### src/rtl/bonsai_merge_pkg.sv
// Shared definitions for the bonsai merge tree output side.
// Holds the default record geometry, the record-pair type and the
// output-buffer entry type ({pair, last}).
package bonsai_merge_pkg;

  localparam int DATA_WIDTH_DEF   = 128;
  localparam int KEY_WIDTH_DEF    = 80;
  localparam int FIFO_DEPTH_DEF   = 16;
  localparam int STALL_MARGIN_DEF = 3;

  // Two records side by side, as produced by the 2-merger network.
  typedef logic [2*DATA_WIDTH_DEF-1:0] pair_t;

  // One buffered beat: the record pair plus its end-of-run marker.
  typedef struct packed {
    pair_t pair;
    logic  last;
  } fifo_entry_t;

  // True when v is a power of two (v > 0).
  function automatic bit is_pow2(input int v);
    return (v > 0) && ((v & (v - 1)) == 0);
  endfunction

endpackage

### src/rtl/merger_out_fifo.sv
// First-word-fall-through buffer for the merger output stage.
// Head entry is visible on o_data whenever o_empty=0; a pop is only
// honoured when the buffer holds data, and a push into a full buffer is
// only honoured together with a pop.
module merger_out_fifo #(
  parameter int WIDTH = 257,
  parameter int DEPTH = 16,
  localparam int AW = $clog2(DEPTH),
  localparam int CW = AW + 1
) (
  input  logic             i_clk,
  input  logic             i_rst_n,
  input  logic             i_push,
  input  logic             i_pop,
  input  logic [WIDTH-1:0] i_data,
  output logic [WIDTH-1:0] o_data,
  output logic             o_full,
  output logic             o_empty,
  output logic [CW-1:0]    o_count
);

  logic [WIDTH-1:0] mem [DEPTH];
  logic [AW-1:0]    wr_ptr;
  logic [AW-1:0]    rd_ptr;
  logic [CW-1:0]    count;
  logic             wr_en;
  logic             rd_en;

  assign o_full  = (count == CW'(DEPTH));
  assign o_empty = (count == '0);
  assign o_count = count;
  assign o_data  = mem[rd_ptr];

  // Accepted transfers: pop needs data, push needs space or a same-cycle pop.
  assign rd_en = i_pop & ~o_empty;
  assign wr_en = i_push & (~o_full | rd_en);

  // Storage write; contents need no reset since count gates visibility.
  always_ff @(posedge i_clk) begin
    if (wr_en) mem[wr_ptr] <= i_data;
  end

  // Pointers wrap naturally at DEPTH (power of two); count tracks occupancy.
  always_ff @(posedge i_clk or negedge i_rst_n) begin
    if (!i_rst_n) begin
      wr_ptr <= '0;
      rd_ptr <= '0;
      count  <= '0;
    end else begin
      if (wr_en) wr_ptr <= wr_ptr + 1'b1;
      if (rd_en) rd_ptr <= rd_ptr + 1'b1;
      case ({wr_en, rd_en})
        2'b10:   count <= count + 1'b1;
        2'b01:   count <= count - 1'b1;
        default: count <= count;
      endcase
    end
  end

endmodule

### src/rtl/merger_output_stage.sv
// Output stage of a 2-merger bitonic network.
// Buffers the lower record pair of each valid beat, feeds the upper pair
// back to the network as the next comparison tuple, raises a registered
// stall with STALL_MARGIN entries of headroom, and flags dropped beats.
// Optional: define MERGER_OUT_STATS_EN to add popped-beat / popped-run counters.
module merger_output_stage
  import bonsai_merge_pkg::*;
#(
  parameter int DATA_WIDTH   = DATA_WIDTH_DEF,
  parameter int KEY_WIDTH    = KEY_WIDTH_DEF,
  parameter int FIFO_DEPTH   = FIFO_DEPTH_DEF,
  parameter int STALL_MARGIN = STALL_MARGIN_DEF
) (
  input  logic                    i_clk,
  input  logic                    i_rst_n,
  input  logic [2*DATA_WIDTH-1:0] i_elems_0,
  input  logic [2*DATA_WIDTH-1:0] i_elems_1,
  input  logic                    i_stall,
  input  logic                    i_switch_output,
  output logic [2*DATA_WIDTH-1:0] o_top_tuple,
  output logic                    o_stall,
  output logic [2*DATA_WIDTH-1:0] o_data,
  output logic                    o_last,
  output logic                    o_valid,
  input  logic                    i_ready,
`ifdef MERGER_OUT_STATS_EN
  output logic [31:0]             o_beat_count,
  output logic [31:0]             o_run_count,
`endif
  output logic                    o_overflow
);

  localparam int EW = 2*DATA_WIDTH + 1;
  localparam int CW = $clog2(FIFO_DEPTH) + 1;
  localparam logic [CW-1:0] STALL_THRESH = CW'(FIFO_DEPTH - STALL_MARGIN);

  // Elaboration guards on the geometry.
  if (KEY_WIDTH > DATA_WIDTH) begin : g_bad_key
    $error("KEY_WIDTH must not exceed DATA_WIDTH");
  end
  if (!is_pow2(FIFO_DEPTH) || FIFO_DEPTH < 8) begin : g_bad_depth
    $error("FIFO_DEPTH must be a power of two and at least 8");
  end

  logic          beat;
  logic          pop_ok;
  logic          push_ok;
  logic          drop;
  logic          fifo_full;
  logic          fifo_empty;
  logic [CW-1:0] fifo_count;
  logic [CW-1:0] count_next;
  logic [EW-1:0] fifo_head;

  // Beat and transfer qualification.
  assign beat    = ~i_stall;
  assign pop_ok  = i_ready & ~fifo_empty;
  assign push_ok = beat & (~fifo_full | pop_ok);
  assign drop    = beat & fifo_full & ~pop_ok;

  merger_out_fifo #(
    .WIDTH (EW),
    .DEPTH (FIFO_DEPTH)
  ) u_fifo (
    .i_clk   (i_clk),
    .i_rst_n (i_rst_n),
    .i_push  (beat),
    .i_pop   (i_ready),
    .i_data  ({i_elems_0, i_switch_output}),
    .o_data  (fifo_head),
    .o_full  (fifo_full),
    .o_empty (fifo_empty),
    .o_count (fifo_count)
  );

  assign o_valid = ~fifo_empty;
  assign o_data  = fifo_head[EW-1:1];
  // Masked so a stale storage bit never shows as an end-of-run marker.
  assign o_last  = fifo_head[0] & ~fifo_empty;

  // Occupancy after this edge, used for the early stall decision.
  assign count_next = fifo_count + CW'(push_ok) - CW'(pop_ok);

  // Feedback tuple: upper pair on a continuing beat, zero at a run boundary.
  always_ff @(posedge i_clk or negedge i_rst_n) begin
    if (!i_rst_n) begin
      o_top_tuple <= '0;
    end else if (push_ok) begin
      o_top_tuple <= i_switch_output ? '0 : i_elems_1;
    end
  end

  // Registered backpressure with headroom for beats already in flight.
  always_ff @(posedge i_clk or negedge i_rst_n) begin
    if (!i_rst_n) o_stall <= 1'b0;
    else          o_stall <= (count_next >= STALL_THRESH);
  end

  // Sticky record that a valid beat was lost for lack of space.
  always_ff @(posedge i_clk or negedge i_rst_n) begin
    if (!i_rst_n)  o_overflow <= 1'b0;
    else if (drop) o_overflow <= 1'b1;
  end

`ifdef MERGER_OUT_STATS_EN
  // Popped-entry and popped-run counters, free-running with wrap.
  always_ff @(posedge i_clk or negedge i_rst_n) begin
    if (!i_rst_n) begin
      o_beat_count <= '0;
      o_run_count  <= '0;
    end else if (pop_ok) begin
      o_beat_count <= o_beat_count + 32'd1;
      if (o_last) o_run_count <= o_run_count + 32'd1;
    end
  end
`endif

endmodule

### config.mk
export PLATFORM = sky130hd
export DESIGN_NAME = merger_output_stage
export DESIGN_NICKNAME = d
export VERILOG_FILES = /design/src/rtl/bonsai_merge_pkg.sv /design/src/rtl/merger_out_fifo.sv /design/src/rtl/merger_output_stage.sv
export SDC_FILE = /design/constraint.sdc
export NUM_CORES = 2
export LEC_CHECK = 0
export ABC_AREA = 1
export CAP_MARGIN = 20
export CORE_UTILIZATION = 55
export DETAILED_ROUTE_END_ITERATION = 10
export PLACE_DENSITY = 0.75
export SYNTH_ARGS = -nofsm -noshare
export SYNTH_HDL_FRONTEND = slang
export SYNTH_MEMORY_MAX_BITS = 65536
export SYNTH_SLANG_ARGS = --single-unit
### constraint.sdc
create_clock -name i_clk -period 36.2 [get_ports i_clk]
set_input_delay 5.43 -clock i_clk [delete_from_list [all_inputs] [get_ports i_clk]]
set_output_delay 5.43 -clock i_clk [all_outputs]
set_load 0.05 [all_outputs]
==> results by group <==
Clock network
  – # clock sinks: 4383
  – Clock Latency Late Sink: ~1.0 ns
  – Clock root cell: clkbuf_16
  – Post-CTS setup buffer count: 0
  – CTS Hold Bufs: 0
  – CTS buffer count: roughly 430
  – Worst-path clk slew: ~0.060 ns
  – CTS tree: yes
  – Post-CTS sizing: 0
  – Clock Tree Buf Depth: 4
  – H-tree levels: 5

Floorplan
  – Die height: ~560 um
  – Die Width: roughly 560 um
  – Die ar.: ~320000 sq um
  – Core Footprint: 313000 sq um
  – FP Rows: approximately 210
  – Initial core utilization: 55.5%
  – I/O Pins: 1033

Layout
  – Fillers: 22200
  – Layout cell share with drive strength beyond 1: about 5.4%
  – Final net count: 15600
  – Synth-to-Final Area Change: 16.0%
  – Final Cell Area: ~200000 sq um

Setup path
  – Crit path largest cell delay: ~0.90 ns
  – Kind of start point of the critical path: flop
  – CP Data Required Time: a little over 30 ns
  – R2r startpoint: u_fifo.o_count[3]$_DFFE_PN0P_
  – CP arrival: 8.83 ns
  – CP Max Fanout: between 150 and 200
  – Crit path cell chain: inv_8, buf_4, buf_4, buf_4, buf_4, buf_4, nand2_1, nand3_1, nand2_1, a21oi_1, nand2_1, nand2_1, clkdlybuf4s50_1
  – WP buf/inv: 7
  – Worst reg2reg endpoint: u_fifo.mem[3][96]$_DFFE_PP_
  – Critical-path top delay cell: buf_4
  – Cell family with most CP delay: buffers and inverters
  – Critical Path Sink Type: primary output
  – Critical path type: flop to primary output
  – CP dominant cell by count: buf_4
  – FF-to-FF path depth: 11
  – Worst reg-to-reg setup slack: about 30 ns

Logic synthesis
  – Yosys warns: 0
  – Share of the synthesized area in the top cell type: 71.2%
  – Post-Syn Area per Cell: 12.1 sq um
  – Synth area leaders: edfxtp_1 (71%), nand3_1 (6.5%), nand2_1 (6.5%)
  – Yosys top cell by area: edfxtp_1
  – #FFs+latches synth: 4383
  – Syn nets: about 15000
  – Register area share after synthesis: approximately three quarters
  – Synth cell count leaders: edfxtp_1 (4112), nand2_1 (3005), nand3_1 (2267)
  – Cell area after synthesis: roughly 170000 sq um
  – Async SR Flop Fraction: ~6.2%
  – Top-count cell post-synth: edfxtp_1
  – Top FF cell, synth: edfxtp_1
  – Post-synthesis instance total: between 10000 and 15000
  – Post-synth EDFFs: roughly 4000
  – Synth unique cells: 28

Timing
  – Pins over their slew limit: 0
  – F_max: between 70 and 80 MHz
  – Setup slack after layout: about 22 ns
  – Hold Vio Cnt, Final: 0
  – Slew @ Worst Pin: 1.40 ns
  – Setup Skew: 0.0660 ns
  – Max_slew headroom: about 6.7%
  – Final setup viols: 0
  – Minimum clock period: around 14 ns
  – Fin crit share: between 30% and 40%
  – Unrepaired setup endpoints after global routing: no
  – Setup TNS Final: 0 ns

Routing
  – Drt total wl: 520000 um
  – DRC Markers: 0
  – ANT nets after route: 0
  – Mean routed wirelength per cell: between 20 and 30 um
  – Wl on met1: around 190000 um
  – DR iter-0 viols: approximately 16000
  – Max Used Layer: met5
  – Met2 WL: 232000 um
  – Vias per cell: 5.99
  – Met3 routed WL: 63400 um
  – DR vias: between 100k and 150k
  – DRT Pass-1 Iters: 6

GRT
  – First-pass GRT wire length: ~740000 um
  – Pin count of the biggest net entering global routing: between 200 and 300
  – Total grt overflow: 0
  – Initial antenna violation count: between 100 and 150
  – GRT Util Overall: between 30% and 40%
  – Vias in the first global route: approximately 110k

Place
  – Gpl congestion: about 0.97
  – Post-detail-place hpwl: 268000 um
  – Placed instance area: around 190000 sq um
  – Worst slack at placement: approximately 23 ns
  – Port-buffer cells: 1032

Power and ir drop
  – Maximum VDD drop: around 140 uV
  – Static leakage: around 71 nW
  – PD cells: around 87 nW/um^2

Worst hold path
  – Worst Hold Path EP: o_top_tuple[232]$_DFFE_PN0P_
  – Worst Hold Depth: 2
  – Hold Path Class: flop to flop
  – Worst hold start: o_top_tuple[232]$_DFFE_PN0P_

Run status
  – Status: finished clean

Flow run
  – Max cap viols: 0
## where the power goes
part	leakage (nW)	switching, mW	internal (mW)
combinational	23.9	4.98	1.80
sequential	40.7	0.156	6.04
clock	6.85	1.94	2.50
total	71.4	7.08	10.3
## logic make-up after synthesis
group	after synthesis	synth area share, %
and+or+nand+nor	7411	17.7
DFF	4383	75.1
AOI/OAI and AO/OA	1418	4.35
buffers and inverters	1067	2.69
adders and majority gates	17	0.131
xor gates and xnor gates	10	0.0505
## worst reg2reg max path: cells and delay by family, from the launching register on
| family | cells | cell delay (ns) |
|---|---|---|
| flops | 1 | 0.39 |
| fa+ha+maj | 1 | 0.18 |
| simple gates | 4 | 1.35 |
| buf+inv | 5 | 3.62 |
| compound gates | 1 | 0.18 |
## cell usage in the layout (no fill, tap or decap), drive strengths merged
master | synthesis | routed
a21o | 1 | 1
a21oi | 122 | 122
and2 | 32 | 32
buf | 452 | 208
bufinv | 0 | 39
clkbuf | 490 | 538
clkdlybuf4s50 | 0 | 1010
clkinv | 2 | 221
clkinvlp | 0 | 9
dfrtp | 271 | 271
diode | 0 | 55
edfxtp | 4112 | 4112
fa | 2 | 2
ha | 15 | 15
inv | 123 | 128
nand2 | 3005 | 3005
nand3 | 2267 | 2267
nand3b | 2 | 2
nand4 | 1 | 1
nor2 | 2104 | 2104
o211ai | 180 | 180
o21ai | 1113 | 1113
o21bai | 1 | 1
o22ai | 1 | 1
xnor2 | 2 | 2
xor2 | 8 | 8
## cell type report
cell class                      count  area [sq um]  share of cell area [%]
Antenna cell                       55           138                  0.0684
Sequential cell                  4383        130000                    64.7
Timing Repair Buffer             1219         12300                    6.09
Inverter                          125           514                   0.256
Tap cell                         4140          5180                    2.57
Clock inverter                    272          2910                    1.45
Multi-Input combinational cell   8856         38700                    19.3
Clock buffer                      537         11200                    5.58
## layer usage
metal	track usage (%)	vias up
met5	0	-
met1	40.4	56900
met2	47.0	6912
li1	-	52000
met4	22.4	112
met3	10.5	1372
## stage by stage
step           std cells  hold slack, ns  power (mW)  utilization (%)
2_1_floorplan      14300           0.488        10.8                -
3_3_place_gp       18700           0.461        12.8             59.7
3_5_place_dp       18700           0.464        12.9             59.7
4_1_cts            19500           0.481        17.3             64.2
5_1_grt            19600           0.492        18.1             64.3
6_report           19600           0.476        17.4             64.3
## state kept, by name (all words and copies together), names as in the netlist
register        flops
o_stall             1
o_top_tuple       256
u_fifo.mem       4112
u_fifo.wr_ptr       4
u_fifo.o_count      5
u_fifo.rd_ptr       4
o_overflow          1
## worst max path at each step
stage / cells after the start / to / startpoint / slack (ns)
CTS: 13 / o_data[47] / u_fifo.rd_ptr[0]$_DFFE_PN0N_ / 22.01
global placement: 13 / o_data[47] / u_fifo.rd_ptr[0]$_DFFE_PN0N_ / 23.11
global route: 13 / o_data[47] / u_fifo.rd_ptr[0]$_DFFE_PN0N_ / 21.48
finish: 13 / o_data[65] / u_fifo.rd_ptr[0]$_DFFE_PN0N_ / 21.94
floorplan: 5 / u_fifo.mem[0][0]$_DFFE_PP_ / i_ready / 18.65
detailed placement: 13 / o_data[47] / u_fifo.rd_ptr[0]$_DFFE_PN0N_ / 23.09
(Power assumes the default switching activity.)
